**src/rtl/axi4_burst_addr_gen_if.sv**
```systemverilog
// Command/beat bundle for axi4_burst_addr_gen: master drives commands and
// consumes beats, slave is the generator itself.
interface axi4_burst_addr_gen_if #(
  parameter int ADDR_WIDTH = 32,
  parameter int DATA_WIDTH = 64,
  parameter int ID_WIDTH   = 8
);
  localparam int STRB_WIDTH = DATA_WIDTH / 8;

  logic                  cmd_valid;
  logic                  cmd_ready;
  logic [ID_WIDTH-1:0]   cmd_id;
  logic [ADDR_WIDTH-1:0] cmd_addr;
  logic [7:0]            cmd_len;
  logic [2:0]            cmd_size;
  logic [1:0]            cmd_burst;

  logic                  beat_valid;
  logic                  beat_ready;
  logic [ID_WIDTH-1:0]   beat_id;
  logic [ADDR_WIDTH-1:0] beat_addr;
  logic [STRB_WIDTH-1:0] beat_strb;
  logic [7:0]            beat_idx;
  logic                  beat_last;
  logic                  beat_err;

  modport master (
    output cmd_valid, cmd_id, cmd_addr, cmd_len, cmd_size, cmd_burst, beat_ready,
    input  cmd_ready, beat_valid, beat_id, beat_addr, beat_strb, beat_idx,
           beat_last, beat_err
  );

  modport slave (
    input  cmd_valid, cmd_id, cmd_addr, cmd_len, cmd_size, cmd_burst, beat_ready,
    output cmd_ready, beat_valid, beat_id, beat_addr, beat_strb, beat_idx,
           beat_last, beat_err
  );
endinterface

```
**src/rtl/axi4_burst_addr_gen.sv**
```systemverilog
// AXI4 burst address generator: expands one AW/AR command into per-beat
// address/strobe/index/last. Define AXI4_BURST_CHECK_EN to build the beat_err checker.
module axi4_burst_addr_gen #(
  parameter int ADDR_WIDTH = 32,
  parameter int DATA_WIDTH = 64,
  parameter int ID_WIDTH   = 8
) (
  input  logic                 clk,
  input  logic                 rst_n,
  axi4_burst_addr_gen_if.slave bus
);
  localparam int STRB_WIDTH = DATA_WIDTH / 8;
  localparam int LOG2_STRB  = $clog2(STRB_WIDTH);
  localparam logic [ADDR_WIDTH-1:0] ONE       = ADDR_WIDTH'(1);
  localparam logic [ADDR_WIDTH-1:0] LANE_MASK = ADDR_WIDTH'(STRB_WIDTH - 1);
  localparam logic [1:0] BURST_FIXED = 2'b00;
  localparam logic [1:0] BURST_INCR  = 2'b01;
  localparam logic [1:0] BURST_WRAP  = 2'b10;

  typedef enum logic {
    IDLE  = 1'b0,
    BURST = 1'b1
  } state_t;

  state_t                state_q, state_d;
  logic [ID_WIDTH-1:0]   beat_id_q, beat_id_d;
  logic [ADDR_WIDTH-1:0] beat_addr_q, beat_addr_d;
  logic [STRB_WIDTH-1:0] beat_strb_q, beat_strb_d;
  logic [7:0]            beat_idx_q, beat_idx_d;
  logic                  beat_last_q, beat_last_d;
  logic                  beat_err_q, beat_err_d;
  logic [7:0]            len_q, len_d;
  logic [2:0]            size_q, size_d;
  logic [1:0]            burst_q, burst_d;
  logic [ADDR_WIDTH-1:0] wrap_lower_q, wrap_lower_d;
  logic [ADDR_WIDTH-1:0] wrap_bound_q, wrap_bound_d;

  logic                  beat_valid;
  logic                  beat_fire;
  logic                  cmd_ready;
  logic                  cmd_fire;
  logic                  cmd_err;
  logic                  strb_load;
  logic [ADDR_WIDTH-1:0] cmd_total;
  logic [ADDR_WIDTH-1:0] cur_nbytes, cur_aligned, wrap_next, adv_addr;
  logic [ADDR_WIDTH-1:0] nxt_nbytes, lane_lo, lane_hi;
  logic [STRB_WIDTH-1:0] nxt_strb;

  // Wrap window size in bytes: (len+1) beats of 2^size bytes.
  always_comb begin
    cmd_total = ADDR_WIDTH'({1'b0, bus.cmd_len} + 9'd1) << bus.cmd_size;
  end

`ifdef AXI4_BURST_CHECK_EN
  logic [7:0]  chk_nbytes;
  logic [11:0] chk_low12;
  logic [16:0] chk_span;
  logic        wrap_len_bad, wrap_unaligned, burst_rsvd, size_too_big, incr_4k_cross;

  always_comb begin
    chk_nbytes     = 8'd1 << bus.cmd_size;
    chk_low12      = bus.cmd_addr[11:0] & ~{4'b0, chk_nbytes - 8'd1};
    chk_span       = {5'b0, chk_low12} + {1'b0, cmd_total[15:0]};
    wrap_len_bad   = (bus.cmd_burst == BURST_WRAP) &&
                     !(bus.cmd_len inside {8'd1, 8'd3, 8'd7, 8'd15});
    wrap_unaligned = (bus.cmd_burst == BURST_WRAP) &&
                     (|(bus.cmd_addr[7:0] & (chk_nbytes - 8'd1)));
    burst_rsvd     = (bus.cmd_burst == 2'b11);
    size_too_big   = (int'(bus.cmd_size) > LOG2_STRB);
    incr_4k_cross  = (bus.cmd_burst == BURST_INCR) && (chk_span > 17'd4096);
    cmd_err        = wrap_len_bad || wrap_unaligned || burst_rsvd ||
                     size_too_big || incr_4k_cross;
  end
`else
  assign cmd_err = 1'b0;
`endif

  // Address of the beat after the current one, from the latched burst shape.
  always_comb begin
    cur_nbytes  = ONE << size_q;
    cur_aligned = beat_addr_q & ~(cur_nbytes - ONE);
    wrap_next   = beat_addr_q + cur_nbytes;
    case (burst_q)
      BURST_FIXED: adv_addr = beat_addr_q;
      BURST_WRAP:  adv_addr = (wrap_next == wrap_bound_q) ? wrap_lower_q : wrap_next;
      default:     adv_addr = cur_aligned + cur_nbytes;
    endcase
  end

  always_comb begin
    state_d      = state_q;
    beat_id_d    = beat_id_q;
    beat_addr_d  = beat_addr_q;
    beat_idx_d   = beat_idx_q;
    beat_last_d  = beat_last_q;
    beat_err_d   = beat_err_q;
    len_d        = len_q;
    size_d       = size_q;
    burst_d      = burst_q;
    wrap_lower_d = wrap_lower_q;
    wrap_bound_d = wrap_bound_q;
    strb_load    = 1'b0;

    beat_valid = (state_q == BURST);
    beat_fire  = beat_valid && bus.beat_ready;
    // Accepting on the last-beat handshake gives back-to-back bursts.
    cmd_ready  = (state_q == IDLE) || (beat_fire && beat_last_q);
    cmd_fire   = bus.cmd_valid && cmd_ready;

    if (cmd_fire) begin
      state_d      = BURST;
      beat_id_d    = bus.cmd_id;
      beat_addr_d  = bus.cmd_addr;
      beat_idx_d   = 8'd0;
      beat_last_d  = (bus.cmd_len == 8'd0);
      beat_err_d   = cmd_err;
      len_d        = bus.cmd_len;
      size_d       = bus.cmd_size;
      burst_d      = bus.cmd_burst;
      wrap_lower_d = bus.cmd_addr & ~(cmd_total - ONE);
      wrap_bound_d = wrap_lower_d + cmd_total;
      strb_load    = 1'b1;
    end else if (beat_fire) begin
      if (beat_last_q) begin
        state_d = IDLE;
      end else begin
        beat_addr_d = adv_addr;
        beat_idx_d  = beat_idx_q + 8'd1;
        beat_last_d = ((beat_idx_q + 8'd1) == len_q);
        strb_load   = 1'b1;
      end
    end
  end

  // Lane window of the upcoming beat; oversized beats clamp to the top lane.
  always_comb begin
    nxt_nbytes = ONE << size_d;
    lane_lo    = beat_addr_d & LANE_MASK;
    if (int'(size_d) > LOG2_STRB) begin
      lane_hi = LANE_MASK;
    end else begin
      lane_hi = (beat_addr_d & ~(nxt_nbytes - ONE) & LANE_MASK) + nxt_nbytes - ONE;
    end
  end

  genvar gi;
  generate
    for (gi = 0; gi < STRB_WIDTH; gi = gi + 1) begin : g_lane
      assign nxt_strb[gi] = (ADDR_WIDTH'(gi) >= lane_lo) && (ADDR_WIDTH'(gi) <= lane_hi);
    end
  endgenerate

  always_comb begin
    beat_strb_d = strb_load ? nxt_strb : beat_strb_q;
  end

  always_ff @(posedge clk or negedge rst_n) begin
    if (!rst_n) begin
      state_q      <= IDLE;
      beat_id_q    <= '0;
      beat_addr_q  <= '0;
      beat_strb_q  <= '0;
      beat_idx_q   <= '0;
      beat_last_q  <= 1'b0;
      beat_err_q   <= 1'b0;
      len_q        <= '0;
      size_q       <= '0;
      burst_q      <= '0;
      wrap_lower_q <= '0;
      wrap_bound_q <= '0;
    end else begin
      state_q      <= state_d;
      beat_id_q    <= beat_id_d;
      beat_addr_q  <= beat_addr_d;
      beat_strb_q  <= beat_strb_d;
      beat_idx_q   <= beat_idx_d;
      beat_last_q  <= beat_last_d;
      beat_err_q   <= beat_err_d;
      len_q        <= len_d;
      size_q       <= size_d;
      burst_q      <= burst_d;
      wrap_lower_q <= wrap_lower_d;
      wrap_bound_q <= wrap_bound_d;
    end
  end

  assign bus.cmd_ready  = cmd_ready;
  assign bus.beat_valid = beat_valid;
  assign bus.beat_id    = beat_id_q;
  assign bus.beat_addr  = beat_addr_q;
  assign bus.beat_strb  = beat_strb_q;
  assign bus.beat_idx   = beat_idx_q;
  assign bus.beat_last  = beat_last_q;
  assign bus.beat_err   = beat_err_q;
endmodule

```
**src/flat_wrapper.sv**
```systemverilog
// flat-port wrapper written by rule: the top's interface ports become plain ports
module axi4_burst_addr_gen_flat 
#(
  parameter int ADDR_WIDTH = 32,
  parameter int DATA_WIDTH = 64,
  parameter int ID_WIDTH   = 8
)
  (clk, rst_n, bus_cmd_valid, bus_cmd_id, bus_cmd_addr, bus_cmd_len, bus_cmd_size, bus_cmd_burst, bus_beat_ready, bus_cmd_ready, bus_beat_valid, bus_beat_id, bus_beat_addr, bus_beat_strb, bus_beat_idx, bus_beat_last, bus_beat_err);
  axi4_burst_addr_gen_if #(.ADDR_WIDTH(ADDR_WIDTH), .DATA_WIDTH(DATA_WIDTH), .ID_WIDTH(ID_WIDTH)) bus_i ();
  input  logic clk;
  input  logic rst_n;
  input wire logic [$bits(bus_i.cmd_valid)-1:0] bus_cmd_valid;
  input wire logic [$bits(bus_i.cmd_id)-1:0] bus_cmd_id;
  input wire logic [$bits(bus_i.cmd_addr)-1:0] bus_cmd_addr;
  input wire logic [$bits(bus_i.cmd_len)-1:0] bus_cmd_len;
  input wire logic [$bits(bus_i.cmd_size)-1:0] bus_cmd_size;
  input wire logic [$bits(bus_i.cmd_burst)-1:0] bus_cmd_burst;
  input wire logic [$bits(bus_i.beat_ready)-1:0] bus_beat_ready;
  output wire logic [$bits(bus_i.cmd_ready)-1:0] bus_cmd_ready;
  output wire logic [$bits(bus_i.beat_valid)-1:0] bus_beat_valid;
  output wire logic [$bits(bus_i.beat_id)-1:0] bus_beat_id;
  output wire logic [$bits(bus_i.beat_addr)-1:0] bus_beat_addr;
  output wire logic [$bits(bus_i.beat_strb)-1:0] bus_beat_strb;
  output wire logic [$bits(bus_i.beat_idx)-1:0] bus_beat_idx;
  output wire logic [$bits(bus_i.beat_last)-1:0] bus_beat_last;
  output wire logic [$bits(bus_i.beat_err)-1:0] bus_beat_err;
  assign bus_i.cmd_valid = bus_cmd_valid;
  assign bus_i.cmd_id = bus_cmd_id;
  assign bus_i.cmd_addr = bus_cmd_addr;
  assign bus_i.cmd_len = bus_cmd_len;
  assign bus_i.cmd_size = bus_cmd_size;
  assign bus_i.cmd_burst = bus_cmd_burst;
  assign bus_i.beat_ready = bus_beat_ready;
  assign bus_cmd_ready = bus_i.cmd_ready;
  assign bus_beat_valid = bus_i.beat_valid;
  assign bus_beat_id = bus_i.beat_id;
  assign bus_beat_addr = bus_i.beat_addr;
  assign bus_beat_strb = bus_i.beat_strb;
  assign bus_beat_idx = bus_i.beat_idx;
  assign bus_beat_last = bus_i.beat_last;
  assign bus_beat_err = bus_i.beat_err;
  axi4_burst_addr_gen #(.ADDR_WIDTH(ADDR_WIDTH), .DATA_WIDTH(DATA_WIDTH), .ID_WIDTH(ID_WIDTH)) u_core (.clk(clk), .rst_n(rst_n), .bus(bus_i));
endmodule
```
**config.mk**
```make
export PLATFORM = sky130hd
export DESIGN_NAME = axi4_burst_addr_gen_flat
export DESIGN_NICKNAME = d
export VERILOG_FILES = /design/src/rtl/axi4_burst_addr_gen_if.sv /design/src/rtl/axi4_burst_addr_gen.sv /design/src/flat_wrapper.sv
export SDC_FILE = /design/constraint.sdc
export NUM_CORES = 1
export LEC_CHECK = 0
export ABC_AREA = 1
export BUFFER_PORTS_ARGS = -buffer_cell sky130_fd_sc_hd__clkbuf_2
export CORE_ASPECT_RATIO = 0.7
export CORE_MARGIN = 10
export CORE_UTILIZATION = 23
export CTS_CLUSTER_DIAMETER = 80
export DETAILED_ROUTE_END_ITERATION = 10
export SLEW_MARGIN = 5
export SYNTH_ARGS = -nofsm -noshare
export SYNTH_HDL_FRONTEND = slang
export SYNTH_SLANG_ARGS = --single-unit
```
**constraint.sdc**
```tcl
create_clock -name clk -period 4.9 [get_ports clk]
set_input_delay 0.49 -clock clk [delete_from_list [all_inputs] [get_ports clk]]
set_output_delay 0.49 -clock clk [all_outputs]
set_load 0.01 [all_outputs]
```
After elaboration in Yosys (flattened, before gate mapping):

Cells that the tools add are included.

* word-level logic and storage cells: 89
* input bits: 57
* output and inout port bits: 60
* bits in registers: 135

* mux-type cells: 19
* $lt $le $gt $ge: 17
* bitwise gates (word level): 7
* equality and inequality tests: 4
* reduce and logical (&&, ||, !) cells: 18
* add/sub/neg operators: 10
* shift operators: 3

Operator list (count)
* $mux 32: 5
* $le 3x32->1 const A: 4
* $add 32x32->32: 3
* $sub 32x1->32 const B: 3
* $and 32x32->32: 2
* $le 1x32->1 const A: 2
* $le 2x32->1 const A: 2
* $not 32->32: 2
* $pmux 32 s2: 1
* $shl 1x3->32 const A: 2
* $add 3x32->32: 1
* $eq 32x32->1: 1
* $shl 32x3->32: 1
* $mux 8: 3
* $ge 3x3->1 const A: 4
* $logic_and 1x1->1: 11
* $add 8x1->9 const B: 1
* $mux 1: 9
* $add 8x1->8 const B: 1
* $eq 8x8->1: 1
* $logic_not 8->1: 1
* $ge 1x3->1 const A: 2
* $ge 2x3->1 const A: 2
* $reduce_and 2->1: 2
* other kinds (11): 12

Longest topological paths before layout:

Gate-level depths: netlist (run 1).

* depth after elaboration: 15
* mapped depth: 51
* depth with buffers taken out: 51

Worst setup path before layout (run 1):

OpenSTA, ideal clock, no wires.

* path kind: reg-to-reg
* from: register u_core.size_q[2]
* to: register u_core.beat_strb_q[5] (netlist: u_core.bus.beat_strb[5])
* arrival time: 4.851 ns
* cell stages (with the launch flop): 46
* setup time: 0.116 ns
* buffers on the path: 2
* slack: -0.068 ns
* cell sequence: dfrtp_1 inv_2 buf_6 nor3_1 ha_1 nand2_1 inv_1 nand3_1 nand2_1 a21oi_1 nand2_2 buf_6 nand3_1 nand3_1 nand2_1 nand2_1 nor2_1 nand2_1 [... 10 more ...] nand2_1 inv_1 nor2_1 o21bai_1 inv_1 nor2_1 nor2_1 nor2_1 nor2_1 xor2_1 a211oi_1 nand2_1 nor2_1 inv_1 nand2_1 nand2_1 nand2_1 nand2_1

* longest elaborated chain between the ends: 15

Ends and longest elaborated chain
* from (decl): RTL line axi4_burst_addr_gen.sv:33 `logic [2:0] size_q, size_d;`
* from (signal assigned): RTL line axi4_burst_addr_gen.sv:180 `size_q <= size_d;`
* $shl 1x3->32: RTL line axi4_burst_addr_gen.sv:80 `cur_nbytes = ONE << size_q;`
* $sub 32x1->32: RTL line axi4_burst_addr_gen.sv:81 `cur_aligned = beat_addr_q & ~(cur_nbytes - ONE);`
* $not 32->32: RTL line axi4_burst_addr_gen.sv:81
* $and 32x32->32: RTL line axi4_burst_addr_gen.sv:81
* $add 32x32->32: RTL line axi4_burst_addr_gen.sv:86 `default: adv_addr = cur_aligned + cur_nbytes;`
* $pmux 32 s2: RTL line axi4_burst_addr_gen.sv:83 `case (burst_q)`
* $mux 32: RTL line axi4_burst_addr_gen.sv:124 `if (beat_last_q) begin`
* $mux 32: RTL line axi4_burst_addr_gen.sv:123 `end else if (beat_fire) begin`
* $mux 32: RTL line axi4_burst_addr_gen.sv:110 `if (cmd_fire) begin`
* $and 3x3->3: RTL line axi4_burst_addr_gen.sv:142 `lane_hi = (beat_addr_d & ~(nxt_nbytes - ONE) & LANE_MASK) + nxt_nbytes - ONE;`
* $add 3x32->32: RTL line axi4_burst_addr_gen.sv:142
* $sub 32x1->32: RTL line axi4_burst_addr_gen.sv:142
* $mux 32: RTL line axi4_burst_addr_gen.sv:139 `if (int'(size_d) > LOG2_STRB) begin`
* $le 3x32->1: RTL line axi4_burst_addr_gen.sv:149 `assign nxt_strb[gi] = (ADDR_WIDTH'(gi) >= lane_lo) && (ADDR_WIDTH'(gi) <= lane_hi);`
* $logic_and 1x1->1 (*): RTL line axi4_burst_addr_gen.sv:149
* to (signal assigned): RTL line axi4_burst_addr_gen.sv:175 `beat_strb_q <= beat_strb_d;`
* to (decl): RTL line axi4_burst_addr_gen.sv:28 `logic [STRB_WIDTH-1:0] beat_strb_q, beat_strb_d;`

Every way passes the cells marked *; elsewhere a longest branch is shown, timed or not.
A chain may end at the register's enable or synchronous reset.

Worst setup path after layout (run 1):

* from: register u_core.size_q[1]
* to: register u_core.beat_addr_q[15] (netlist: u_core.bus.beat_addr[15])

* longest elaborated chain between the ends: 9

Ends and longest elaborated chain
* $shl 1x3->32 (*): RTL line axi4_burst_addr_gen.sv:80
* $sub 32x1->32: RTL line axi4_burst_addr_gen.sv:81
* $not 32->32: RTL line axi4_burst_addr_gen.sv:81
* $and 32x32->32: RTL line axi4_burst_addr_gen.sv:81
* $add 32x32->32: RTL line axi4_burst_addr_gen.sv:86
* $pmux 32 s2 (*): RTL line axi4_burst_addr_gen.sv:83
* $mux 32 (*): RTL line axi4_burst_addr_gen.sv:124
* $mux 32 (*): RTL line axi4_burst_addr_gen.sv:123
* $mux 32 (*): RTL line axi4_burst_addr_gen.sv:110
* to (signal assigned): RTL line axi4_burst_addr_gen.sv:174 `beat_addr_q <= beat_addr_d;`
* to (decl): RTL line axi4_burst_addr_gen.sv:27 `logic [ADDR_WIDTH-1:0] beat_addr_q, beat_addr_d;`

Marks and branches as above.

==> results of run 1 <==
## where the power goes
group | internal [uW] | switching, uW | total (uW)
logic | 2710 | 3930 | 6640
clock network | 678 | 648 | 1330
registers | 1620 | 546 | 2170
total | 5010 | 5130 | 10100
## logic make-up after synthesis
logic type | share of synthesized area (%)
adders and majority gates | 3.37
other | 0.0300
buffers and inverters | 11.5
xor gates and xnor gates | 2.84
DFF | 27.0
AOI/OAI and AO/OA | 13.3
and+or+nand+nor | 41.9
## final timing paths
path                                            endpoint  depth (start not counted)  slack (ns)               startpoint
worst min-delay path                     u_core.len_q[6]                          1        0.16                    rst_n
worst max-delay path            u_core.bus.beat_addr[15]                         43       -0.47         u_core.size_q[1]
max in group asynchronous       u_core.bus.beat_addr[17]                          2        3.62                    rst_n
worst max register to register  u_core.bus.beat_addr[15]                         43       -0.47         u_core.size_q[1]
worst min register to register   u_core.bus.beat_strb[4]                          2        0.48  u_core.bus.beat_strb[4]
min in group clk                   u_core.bus.beat_id[3]                          3        0.22            bus_cmd_id[3]
## synth_stat cells (5+ instances only)
| cell | number |
|---|---|
| nand2_1 | 671 |
| inv_1 | 298 |
| nand3_1 | 221 |
| nor2_1 | 190 |
| o21ai_0 | 136 |
| dfrtp_1 | 135 |
| a21oi_1 | 63 |
| nand4_1 | 40 |
| nor3_1 | 39 |
| clkbuf_1 | 37 |
| ha_1 | 32 |
| xor2_1 | 32 |
| o211ai_1 | 20 |
| o21ai_1 | 19 |
| o22ai_1 | 16 |
| nand2_2 | 15 |
| inv_2 | 10 |
| nand3_2 | 10 |
| nor2_2 | 10 |
| buf_2 | 6 |
| buf_6 | 6 |
| xnor2_1 | 6 |
| nand3b_1 | 5 |
## per-layer routing
metal  up-vias  track usage, %
met5         -               0
met4         2            4.38
met3        85            4.99
met2       603            23.1
met1      6913            22.6
li1       7411               -
## registers in the layout, indices dropped and copies added (netlist names), 3 cells and up
register / cells
u_core.bus.beat_addr: 32
u_core.size_q: 3
u_core.wrap_lower_q: 32
u_core.bus.beat_strb: 8
u_core.wrap_bound_q: 32
u_core.len_q: 8
u_core.bus.beat_idx: 8
u_core.bus.beat_id: 8
## layout by cell type (no fill, tap or decap), types with 20 or more instances in the layout
| cell type | count |
|---|---|
| nand2_1 | 623 |
| inv_1 | 285 |
| buf_4 | 250 |
| nand3_1 | 195 |
| nor2_1 | 172 |
| dfrtp_1 | 132 |
| o21ai_0 | 131 |
| clkbuf_2 | 114 |
| a21oi_1 | 59 |
| nand2_2 | 53 |
| nand4_1 | 40 |
| nor3_1 | 35 |
| xor2_1 | 32 |
| nand3_2 | 31 |
| ha_1 | 24 |
| o21ai_1 | 21 |
| inv_2 | 20 |
| o211ai_1 | 20 |
## through the flow
stage	utilization, %	instances	setup TNS, ns	setup WS (ns)	hold slack, ns
6_report	31.5	3167	-3.37	-0.469	0.163
5_1_grt	31.5	3167	-6.11	-0.827	0.223
4_1_cts	31.0	3158	-2.09	-0.310	0.200
3_5_place_dp	28.5	3080	-4.68	-0.715	0.465
3_3_place_gp	28.5	3080	-4.02	-0.617	0.460
2_1_floorplan	-	2085	0	0.0335	0.194
## layout make-up
type	count	area, sq um
Timing Repair Buffer	374	2570
Multi-Input combinational cell	1584	8340
Antenna cell	2	5.00
Fill cell	5911	36800
Inverter	310	1170
Sequential cell	135	3380
Tap cell	730	913
Clock inverter	15	150
Clock buffer	17	425
## repair_timing
action                     in CTS  in global routing
buffers inserted               47                  7
setup endpoints to repair       7                  8
gates resized for setup       103                 70
pin swaps                      41                 40
==> impl_metrics.env, run 1 <==
export IMPL_met2_length_mm=22.0
export IMPL_pin_count=117
export IMPL_cts_hold_buffers=0
export IMPL_numClockSinks=135
export IMPL_max_cap_viol_count=0
export IMPL_die_h_um=215
export IMPL_rsz0062_at_grt="true"
export IMPL_dp_hpwl_mm=41.3
export IMPL_netlist_instances=2085
export IMPL_die_w_um=299
export IMPL_synth_top_area_cell="dfrtp_1"
export IMPL_skew_ns=0.0180
export IMPL_report_final_slew_viol_count=0
export IMPL_critPathRequiredTime_ns=5.29
export IMPL_cts_root_buf="clkbuf_16"
export IMPL_ys_ff_latch=135
export IMPL_synth_nets=2175
export IMPL_async_reset_ff_share_pct=100
export IMPL_synth_area_leaders="dfrtp_1 (27%), nand2_1 (20%), inv_1 (9.0%), nand3_1 (8.9%), nor2_1 (5.7%)"
export IMPL_viasPerCell=4.74
export IMPL_syn_area_per_cell_sq_um=5.99
export IMPL_worstPathMaxFanout=8
export IMPL_cts_inserted_buffers=17
export IMPL_worst_path_most_repeated_cell="buf_4"
export IMPL_path_delay_family="buffers and inverters"
export IMPL_ant_nets=0
export IMPL_top_layer_used="met5"
export IMPL_met3_length_mm=5.29
export IMPL_worstPathArrival_ns=5.76
export IMPL_fmax_mhz=186
export IMPL_path_clk_slew_ns=0.07
export IMPL_port_buffers=115
export IMPL_drc_errors=0
export IMPL_vias=15000
export IMPL_fin_crit_sh_pct=110
export IMPL_worstSetupStartpointType="flip-flop"
export IMPL_start_util_pct=23.2
export IMPL_clock_path_buffers=2
export IMPL_yosysUniqueCellTypes=53
export IMPL_rows=71
export IMPL_clock_latency_ns=0.46
export IMPL_outcome="complete, but fails checks"
export IMPL_fin_nets=2512
export IMPL_critPathSlowestCell="dfrtp_2"
export IMPL_synth_edff_count=0
export IMPL_hold_viol_final=0
export IMPL_leakagePower_uw=0.00879
export IMPL_avgRoutedWirePerCell_um=16.8
export IMPL_gp_congestion=0.995
export IMPL_fin_ws_ns=-0.469
export IMPL_grt_pass1_wl_mm=81.2
export IMPL_drtPass1Iterations=6
export IMPL_power_density_nw_per_um2=598
export IMPL_synthFlopType="dfrtp_1"
export IMPL_grt_max_degree=96
export IMPL_crit_path_end_kind="flip-flop"
export IMPL_drive_above_1_share_pct=24.6
export IMPL_worstHoldPathType="input pin to async pin"
export IMPL_total_power_uw=10100
export IMPL_tritoncts="done"
export IMPL_synth_top_area_share_pct=27.0
export IMPL_ys_warn_count=0
export IMPL_drt_iter0_markers=1763
export IMPL_place_area_sq_um=15300
export IMPL_core_sq_um=53700
export IMPL_cp_slowest_stage_delay_ns=0.48
export IMPL_fin_crit_ns=5.37
export IMPL_cp_num_buf_inv=28
export IMPL_antenna_found_initial=4
export IMPL_setup_viol=8
export IMPL_grtUsageTotal_pct=16.0
export IMPL_wl_met1_mm=24.9
export IMPL_worstSetupPathType="flip-flop to flip-flop"
export IMPL_syn_to_final_growth_pct=35.7
export IMPL_htreeDepth=4
export IMPL_vdd_drop_max_v=0.000245
export IMPL_die_area_sq_um=64200
export IMPL_synth_cell_area_sq_um=12500
export IMPL_grt_pass1_vias=14100
export IMPL_grt_overflow=0
export IMPL_worst_pin_slew_ns=0.977
export IMPL_violations="setup timing"
export IMPL_yosysSeqAreaShare_pct=27.0
export IMPL_maxSlewHeadroom_pct=34.9
export IMPL_wirelength_mm=53.3
export IMPL_final_area_sq_um=17000
No activity file was read; power rests on OpenSTA's default activity.
==> run 2, diff against run 1 <==
CORE_UTILIZATION = 55   (was 23)
PLACE_DENSITY = 0.78   (was unset)
==> run 2 against run 1 <==
Against the previous run: the run still ends with setup timing left; global-route usage up 22 points; maximum frequency down 12%; die area down 54%; clock-buffer cell count unchanged; non-clock buffer count up 46; design area down 0.47%; flip-flop and latch count unchanged; critical endpoint is now u_core.bus.beat_strb[7].
==> impl_metrics.env, run 2 (synthesis results as in run 1) <==
export IMPL_outcome="complete, but fails checks"
export IMPL_violations="setup timing"
export IMPL_intPower_uw=5260
export IMPL_post_place_ws_ns=-0.794
export IMPL_worst_pin_slew_ns=0.989
export IMPL_fin_crit_sh_pct=124
export IMPL_netSwitchingPower_uw=5860
export IMPL_drtPass1Iterations=7
export IMPL_clock_latency_ns=0.44
export IMPL_power_density_nw_per_um2=659
export IMPL_switching_share_pct=52.7
export IMPL_seqPwrFrac_pct=19.8
export IMPL_worstSetupPathType="flip-flop to flip-flop"
export IMPL_antenna_found_initial=1
export IMPL_cts_root_buf="clkbuf_16"
export IMPL_ant_nets=0
export IMPL_start_util_pct=55.5
export IMPL_leakagePower_uw=0.00904
export IMPL_cts_hold_buffers=0
export IMPL_layout_commonest_cell="nand2_1"
export IMPL_die_area_sq_um=29200
export IMPL_gp_congestion=1.05
export IMPL_die_h_um=146
export IMPL_comb_power_share_pct=68.5
export IMPL_vias=17100
export IMPL_dp_hpwl_mm=41.2
export IMPL_htreeDepth=4
export IMPL_tritoncts="done"
export IMPL_syn_to_final_growth_pct=35.1
export IMPL_report_final_slew_viol_count=0
export IMPL_maxSlewHeadroom_pct=33.8
export IMPL_ff2ff_path_depth=43
export IMPL_fmax_mhz=164
export IMPL_wirelength_mm=60.1
export IMPL_setup_viol=10
export IMPL_max_cap_viol_count=0
export IMPL_setup_worst_path_end="u_core.bus.beat_strb[7]"
export IMPL_layout_common_cells="nand2_1 (609), buf_4 (290), inv_1 (283), nand3_1 (194), nor2_1 (170)"
export IMPL_crit_path_end_kind="flip-flop"
export IMPL_final_fill_count=1694
export IMPL_rrSetupSlack_ns=-1.18
export IMPL_cts_inserted_buffers=17
export IMPL_fin_crit_ns=6.08
export IMPL_critPathRequiredTime_ns=5.24
export IMPL_grtUsageTotal_pct=37.6
export IMPL_drc_errors=0
export IMPL_pin_count=117
export IMPL_rows=46
export IMPL_avgRoutedWirePerCell_um=21.5
export IMPL_worstSetupStartpointType="flip-flop"
export IMPL_skew_ns=0.0133
export IMPL_r2r_start="u_core.size_q[1]"
export IMPL_cp_slowest_stage_delay_ns=0.48
export IMPL_numClockSinks=135
export IMPL_grt_overflow=0
export IMPL_grt_pass1_wl_mm=86.9
export IMPL_grt_pass1_vias=15400
export IMPL_worstPathMaxFanout=5
export IMPL_path_clk_slew_ns=0.07
export IMPL_diodes=0
export IMPL_critPathSlowestCell="dfrtp_2"
export IMPL_rsz0062_at_grt="true"
export IMPL_clkPwrFrac_pct=11.7
export IMPL_fin_nets=2559
export IMPL_worst_path_most_repeated_cell="nand2_2"
export IMPL_grt_max_degree=88
export IMPL_port_buffers=115
export IMPL_worstPathArrival_ns=6.42
export IMPL_fin_ws_ns=-1.18
export IMPL_drive_above_1_share_pct=26.9
export IMPL_startpoint="u_core.size_q[1]"
export IMPL_drt_iter0_markers=2979
export IMPL_die_w_um=200
export IMPL_worstHoldPathType="input pin to async pin"
export IMPL_hold_viol_final=0
export IMPL_clock_path_buffers=2
export IMPL_reg2reg_to="u_core.bus.beat_strb[7]"
export IMPL_vdd_drop_max_v=0.000433
export IMPL_total_power_uw=11100
export IMPL_core_sq_um=22500
export IMPL_viasPerCell=6.12
-- run 2: worst max-delay path, delay by kind of cell (launching register included) --
family	cells	cell delay, ns
AO/OA/AOI/OAI	6	1.11
buffers and inverters	8	0.96
adder cells (fa/ha/maj)	3	0.58
AND/OR/NAND/NOR	26	2.81
flip-flops	1	0.48
-- run 2: power groups by stage --
stage / registers (uW) / clock network, uW / logic, uW
global placement: 2110 / 0 / 5660
CTS: 2120 / 1280 / 6650
floorplan: 2090 / 0 / 3170
global route: 2210 / 1330 / 8040
detailed placement: 2120 / 0 / 5800
finish: 2210 / 1300 / 7620
-- run 2: worst min-delay path by stage --
stage | slack, ns | depth (start not counted) | end
6_report | 0.15 | 1 | u_core.bus.beat_addr[27]
4_1_cts | 0.17 | 1 | u_core.bus.beat_addr[27]
5_1_grt | 0.20 | 1 | u_core.bus.beat_addr[31]
3_5_place_dp | 0.46 | 2 | u_core.bus.beat_id[3]
3_3_place_gp | 0.46 | 2 | u_core.wrap_lower_q[9]
2_1_floorplan | 0.19 | 0 | u_core.burst_q[0]
-- run 2: layout make-up --
type	count	area, sq um	area share (%)
Inverter	310	1170	6.94
Timing Repair Buffer	420	2930	17.4
Multi-Input combinational cell	1585	8440	50.0
Clock buffer	17	425	2.52
Tap cell	312	390	2.31
Sequential cell	135	3380	20.0
Clock inverter	15	136	0.808
-- run 2: what timing repair did --
action	in CTS	in global routing
pin swaps	59	57
buffers inserted	73	14
cloned	1	0
endpoints found under the setup margin	7	10
resized for setup	131	74
-- run 2: per-layer routing --
layer	vias up	GRT usage (%)	wire length, um	share of wire [%]
li1	7503	-	-	-
met1	7678	51.8	23000	38
met2	1568	52.2	23400	39
met3	353	15.3	10800	18
met4	2	11.5	2910	4.8
met5	-	0	35	0.058
-- run 2: metrics by stage --
| step | hold WS [ns] | cells | cell area [sq um] | setup TNS (ns) | util, % |
|---|---|---|---|---|---|
| global placement | 0.460 | 2681 | 14900 | -2.77 | 66.3 |
| CTS | 0.175 | 2787 | 16600 | -3.12 | 73.6 |
| floorplan | 0.194 | 2085 | 12500 | 0 | - |
| detailed placement | 0.464 | 2681 | 14900 | -4.92 | 66.3 |
| global route | 0.204 | 2794 | 16900 | -9.63 | 75.0 |
| finish | 0.147 | 2794 | 16900 | -9.07 | 75.0 |
